File: config.mk
export PLATFORM = sky130hd
export DESIGN_NAME = tree_sum_accumulator_flat
export DESIGN_NICKNAME = d
export VERILOG_FILES = /design/src/rtl/tree_sum_accumulator_if.sv /design/src/rtl/tree_sum_accumulator.sv /design/src/flat_wrapper.sv
export SDC_FILE = /design/constraint.sdc
export NUM_CORES = 1
export LEC_CHECK = 0
export CORE_ASPECT_RATIO = 0.5
export CORE_MARGIN = 2
export CORE_UTILIZATION = 55
export CTS_CLUSTER_DIAMETER = 50
export DETAILED_ROUTE_END_ITERATION = 8
export PLACE_DENSITY = 0.78
export SLEW_MARGIN = 20
export SYNTH_ARGS = -nofsm -noshare
export SYNTH_HDL_FRONTEND = slang
export SYNTH_SLANG_ARGS = --single-unit
File: constraint.sdc
create_clock -name clk_i -period 3.6 [get_ports clk_i]
set_clock_uncertainty 0.1 [all_clocks]
set_input_delay 0.36 -clock clk_i [delete_from_list [all_inputs] [get_ports clk_i]]
set_output_delay 0.36 -clock clk_i [all_outputs]
set_load 0.05 [all_outputs]
File: src/rtl/tree_sum_accumulator_if.sv
// rtl/tree_sum_accumulator_if.sv - beat input and result output handshake bundle
interface tree_sum_accumulator_if #(
    parameter int DATA_W = 32,
    parameter int ACC_W  = 32
);
    logic [DATA_W-1:0] in_data_i;
    logic              in_valid_i;
    logic              in_ready_o;
    logic [ACC_W-1:0]  out_data_o;
    logic              out_valid_o;
    logic              out_ready_i;

    modport slave (
        input  in_data_i,
        input  in_valid_i,
        input  out_ready_i,
        output in_ready_o,
        output out_data_o,
        output out_valid_o
    );

    modport master (
        output in_data_i,
        output in_valid_i,
        output out_ready_i,
        input  in_ready_o,
        input  out_data_o,
        input  out_valid_o
    );
endinterface

File: src/rtl/tree_sum_accumulator.sv
// rtl/tree_sum_accumulator.sv - accumulates K tree-adder sums per tile into a registered result
module tree_sum_accumulator #(
    parameter int DATA_W = 32,
    parameter int ACC_W  = 32,
    parameter int CNT_W  = 16
) (
    input  logic                 clk_i,
    input  logic                 rst_ni,
    input  logic                 clear_i,
    input  logic [CNT_W-1:0]     k_len_i,
    tree_sum_accumulator_if.slave bus,
    output logic                 busy_o,
    output logic [CNT_W-1:0]     beat_cnt_o
);

    generate
        if (ACC_W < DATA_W) begin : g_width_check
            $fatal(1, "tree_sum_accumulator: ACC_W must be >= DATA_W");
        end
    endgenerate

    typedef enum logic {IDLE = 1'b0, ACCUM = 1'b1} state_t;

    state_t               state_q;
    state_t               state_d;
    logic [ACC_W-1:0]     acc_q;
    logic [CNT_W-1:0]     cnt_q;
    logic [CNT_W-1:0]     len_q;
    logic [ACC_W-1:0]     out_data_q;
    logic                 out_valid_q;

    logic                 in_ready;
    logic                 accept;
    logic                 is_last;
    logic [CNT_W-1:0]     eff_len;
    logic [CNT_W-1:0]     cnt_inc;
    logic signed [ACC_W-1:0] in_ext;
    logic [ACC_W-1:0]     acc_base;
    logic [ACC_W-1:0]     sum;

    // Beat datapath: length resolution, last-beat detection and the running sum.
    // In IDLE the partial sum is treated as zero so a length-1 tile needs no special path.
    always_comb begin
        eff_len  = (k_len_i == '0) ? CNT_W'(1) : k_len_i;
        cnt_inc  = cnt_q + CNT_W'(1);
        in_ext   = ACC_W'($signed(bus.in_data_i));
        acc_base = (state_q == IDLE) ? '0 : acc_q;
        sum      = acc_base + ACC_W'(in_ext);
        accept   = bus.in_valid_i && in_ready;
        is_last  = (state_q == IDLE) ? (eff_len == CNT_W'(1)) : (cnt_inc == len_q);
    end

    // State register.
    always_ff @(posedge clk_i or negedge rst_ni) begin
        if (!rst_ni) begin
            state_q <= IDLE;
        end else begin
            state_q <= state_d;
        end
    end

    // Next state: enter ACCUM on a non-final first beat, leave on the final beat or abort.
    always_comb begin
        state_d = state_q;
        if (clear_i) begin
            state_d = IDLE;
        end else if (accept) begin
            state_d = is_last ? IDLE : ACCUM;
        end
    end

    // FSM outputs: acceptance is combinational so the last beat of a tile can land
    // in the same cycle the previous result drains.
    always_comb begin
        busy_o   = (state_q == ACCUM);
        in_ready = !clear_i && (!out_valid_q || bus.out_ready_i);
    end

    // Accumulator, beat counter, tile length and output register.
    always_ff @(posedge clk_i or negedge rst_ni) begin
        if (!rst_ni) begin
            acc_q       <= '0;
            cnt_q       <= '0;
            len_q       <= '0;
            out_data_q  <= '0;
            out_valid_q <= 1'b0;
        end else if (clear_i) begin
            acc_q       <= '0;
            cnt_q       <= '0;
            out_valid_q <= 1'b0;
        end else begin
            if (accept && state_q == IDLE) begin
                len_q <= eff_len;
            end
            if (accept && is_last) begin
                out_data_q  <= sum;
                out_valid_q <= 1'b1;
                acc_q       <= '0;
                cnt_q       <= '0;
            end else begin
                if (accept) begin
                    acc_q <= sum;
                    cnt_q <= cnt_inc;
                end
                if (out_valid_q && bus.out_ready_i) begin
                    out_valid_q <= 1'b0;
                end
            end
        end
    end

    assign bus.in_ready_o  = in_ready;
    assign bus.out_data_o  = out_data_q;
    assign bus.out_valid_o = out_valid_q;
    assign beat_cnt_o      = cnt_q;

endmodule

File: src/flat_wrapper.sv
// flat-port wrapper written by rule: the top's interface ports become plain ports
module tree_sum_accumulator_flat 
#(
    parameter int DATA_W = 32,
    parameter int ACC_W  = 32,
    parameter int CNT_W  = 16
)
  (clk_i, rst_ni, clear_i, k_len_i, busy_o, beat_cnt_o, bus_in_data_i, bus_in_valid_i, bus_out_ready_i, bus_in_ready_o, bus_out_data_o, bus_out_valid_o);
  tree_sum_accumulator_if #(.DATA_W(DATA_W), .ACC_W(ACC_W)) bus_i ();
  input  logic clk_i;
  input  logic rst_ni;
  input  logic clear_i;
  input  logic [CNT_W-1:0] k_len_i;
  output logic busy_o;
  output logic [CNT_W-1:0] beat_cnt_o;
  input wire logic [$bits(bus_i.in_data_i)-1:0] bus_in_data_i;
  input wire logic [$bits(bus_i.in_valid_i)-1:0] bus_in_valid_i;
  input wire logic [$bits(bus_i.out_ready_i)-1:0] bus_out_ready_i;
  output wire logic [$bits(bus_i.in_ready_o)-1:0] bus_in_ready_o;
  output wire logic [$bits(bus_i.out_data_o)-1:0] bus_out_data_o;
  output wire logic [$bits(bus_i.out_valid_o)-1:0] bus_out_valid_o;
  assign bus_i.in_data_i = bus_in_data_i;
  assign bus_i.in_valid_i = bus_in_valid_i;
  assign bus_i.out_ready_i = bus_out_ready_i;
  assign bus_in_ready_o = bus_i.in_ready_o;
  assign bus_out_data_o = bus_i.out_data_o;
  assign bus_out_valid_o = bus_i.out_valid_o;
  tree_sum_accumulator #(.DATA_W(DATA_W), .ACC_W(ACC_W), .CNT_W(CNT_W)) u_core (.clk_i(clk_i), .rst_ni(rst_ni), .clear_i(clear_i), .k_len_i(k_len_i), .bus(bus_i), .busy_o(busy_o), .beat_cnt_o(beat_cnt_o));
endmodule
==> summary.md <==
| Metric | Value |
|---|---|
| Period utilization | 0.9317 |
| Initial DRC Count | 279 |
| Synth Instances | 633 |
| Synth top area share | 0.3834 |
| Dpl cells | 865 |
| Crit Path Max Fanout | 20 |
| Num rows | 27 |
| DP Worst Slack | 0.1602 ns |
| Worst-margin pin slew | 0.6801 ns |
| Final Non-Filler Cells | 882 |
| Cell Chain, Critical Path | and2_1 > ha_1 > fa_1 > a211oi_1 > or3_1 > a31oi_1 > a21o_1 > a21oi_1 > and4b_1 > or3_1 > mux2_4 |
| Crit path time final | 3.354 ns |
| Worst path required time | 3.73 ns |
| Share of cells above drive strength 1 | 0.1167 |
| Final setup vio count | 0 |
| HPWL Detailed | 11020 um |
| Vias in the first global route | 5233 |
| Cell internal pwr | 2.068 mW |
| Starting density of the core | 0.5737 |
| Tot GR Track Use | 0.2560 |
| Register area share after synthesis | 0.3834 |
| Total number of vias | 5304 |
| RSZ-0062 raised after global routing | no |
| Synth warnings | 0 |
| Leak pwr | 3.617 nW |
| CP peak stage delay | 0.56 ns |
| Clk_lat worst skew | 0.35 ns |
| Asr flop ratio synth | 1.000 |
| Final Worst Setup Slack | 0.2458 ns |
| CTS tree | built |
| Cell variety after synth | 67 |
| H-tree Lvls | 3 |
| DR WL/cell | 17.27 um |
| Die H | 80.26 um |
| Layout area overhead | 23.02% |
| Clock sink count | 98 |
| Commonest non-fill, non-tap cell in the layout | clkdlybuf4s50_1 |
| Worst path most repeated cell | or3_1 |
| Cell taking the most area after synthesis | dfrtp_1 |
| First-pass iteration count of the detailed router | 5 |
| CTS Buf Count | 9 |
| Commonest non-fill, non-tap cells in the layout | 102 x clkdlybuf4s50_1, 97 x dfrtp_1, 49 x nand2_1 |
| Net Switching | 881.0 uW |
| Total setup buffers inserted after CTS | 0 |
| Fillers | 864 |
| Crit start category | register |
| Largest net degree at the start of global routing | 55 |
| Worst hold path type | register to register |
| Remaining DRCs | 0 |
| Vias per cell | 6.014 |
| CP bufs+invs | 0 |
| Max cap viols | 0 |
| First-pass GRT wire length | 25540 um |
| Outcome | finished clean |
| Total wire length | 15230 um |
| FF+latch count, synth | 98 |
| Sw frac | 0.2988 |
| Die width | 156.5 um |
| IO Port Bufs | 103 |
| CTS max path bufs | 2 |
| Max frequency | 0.2981 GHz |
| Number of antenna diodes | 0 |
| Post-layout net count | 818 |
| Initial antenna violation count | 0 |
| Arr. time, crit path | 3.49 ns |
| PD cells | 374.7 nW/um2 |
| Synth top area cells | dfrtp_1 38%, mux2_4 6.6%, ha_1 6.3%, a22o_1 4.9%, xnor2_1 3.6% |
| Synthesized net count | 719 |
| Hold Vio Cnt, Final | 0 |
| Die ar. | 12560 um2 |
| Core ar. | 11150 um2 |
| Overflow after GRT | 0 |
| ANT nets after route | 0 |
| Sequential power share | 0.431 |
| Clk pin slew, worst setup/hold paths | 0.07 ns |
| CP Class | register to register |
| Synth Cell Area | 6396 um2 |
| Root Driver | clkbuf_16 |
| Final estimated routing congestion in global placement | 0.8724 |
| Syn Area/Cell | 10.10 um2 |
| Final Max Slew Viols | 0 |
| Max-slew headroom | 0.5466 |
| Worst VDD drop | 0.2498 mV |
| Clock share of power | 0.328 |
| Synth Flop Type | dfrtp_1 |
| Min Hold Slack | 0.4009 ns |
| Number of synthesized flops with an enable pin | 0 |
| Fin Setup TNS | 0 ns |
| Io pins | 104 |
| Critical path capture point type | register |
| Combinational share of power | 0.241 |
| Family with the most delay on the worst path | simple AND/OR/NAND/NOR gates |
| Max stage delay cell, worst path | dfrtp_2 |
==> sequential cells by signal (all words and copies together) (netlist names) <==
name / count
u_core.busy_o: 1
u_core.beat_cnt_o: 16
u_core.acc_q: 32
u_core.len_q: 16
u_core.bus.out_valid_o: 1
u_core.bus.out_data_o: 32
==> logic make-up after synthesis <==
family	after synthesis	share of synthesized area
AND/OR/NAND/NOR	187	0.1524
AO/OA/AOI/OAI	172	0.1868
flip-flops	98	0.3834
multiplexers	55	0.1117
XOR/XNOR	49	0.06710
buffers and inverters	39	0.03286
adder cells (fa/ha/maj)	33	0.06573
==> power groups by stage <==
| stage | sequential [mW] | combinational (mW) | clock, mW |
|---|---|---|---|
| after floorplan | 1.33 | 0.431 | 0 |
| after global placement | 1.28 | 0.687 | 0 |
| after detailed placement | 1.29 | 0.705 | 0 |
| after CTS | 1.27 | 0.710 | 0.983 |
| after global routing | 1.28 | 0.778 | 1.03 |
| final | 1.27 | 0.711 | 0.968 |
==> final timing paths <==
path | start | endpoint | slack, ns | cells after the start
min in group asynchronous | rst_ni | u_core.beat_cnt_o[15] | 0.48 | 2
max reg2reg | u_core.busy_o | u_core.bus.out_data_o[30] | 0.25 | 11
max | u_core.busy_o | u_core.bus.out_data_o[30] | 0.25 | 11
max in group asynchronous | rst_ni | u_core.acc_q[20] | 2.12 | 3
min | u_core.acc_q[3] | u_core.acc_q[3] | 0.40 | 1
min reg2reg | u_core.acc_q[3] | u_core.acc_q[3] | 0.40 | 1
==> repair_timing <==
action,CTS,global route
gates resized for setup,0,1
setup endpoints to repair,0,1
hold buffers,1,0
hold endpoints to repair,52,0
==> per-stage QoR <==
step	util	instance area (um2)	power (mW)
after floorplan	-	6397	1.756
after global placement	0.6774	7552	1.969
after detailed placement	0.6774	7552	1.993
after CTS	0.7054	7864	2.963
after global routing	0.7058	7869	3.094
final	0.7058	7869	2.949
==> layer usage <==
metal  share of wire  routed length (um)  global-route usage
met1            0.47                7127              0.3453
met5               0                   0                   0
met2            0.46                6992              0.4233
met4           0.014                 216             0.06330
met3           0.059                 896             0.05559
==> final cells by class <==
type	instances	area, um2	share of cell area
multi-input combinational	496	3746	0.4761
sequential	98	2454	0.3118
timing repair buffer	117	1149	0.1460
clock buffer	13	280.3	0.03562
tap	145	181.4	0.02306
inverter	10	37.54	0.004770
clock inverter	3	21.27	0.002703
==> synthesized netlist by cell type (7+ instances only) <==
cell type,instances
mux2_4,28
nor2_1,31
ha_1,32
nand2b_1,7
nand3_1,12
clkbuf_1,16
a22o_1,36
mux2_2,19
nand4_1,10
buf_6,7
inv_1,10
xnor2_1,26
mux2i_1,8
o21ai_0,23
xor2_1,23
o211ai_1,7
nor3_1,11
a21o_1,17
a21oi_1,42
and2_1,32
dfrtp_1,98
nand2_1,49
==> worst register-to-register path, cell delays in order, from the launching register on <==
cell and delay, ns:
dfrtp_2 0.56, and2_1 0.19, ha_1 0.18, fa_1 0.25, a211oi_1 0.11, or3_1 0.41, a31oi_1 0.32, a21o_1 0.18
a21oi_1 0.07, and4b_1 0.20, or3_1 0.39, mux2_4 0.27
Power figures use the tool's default switching activity.
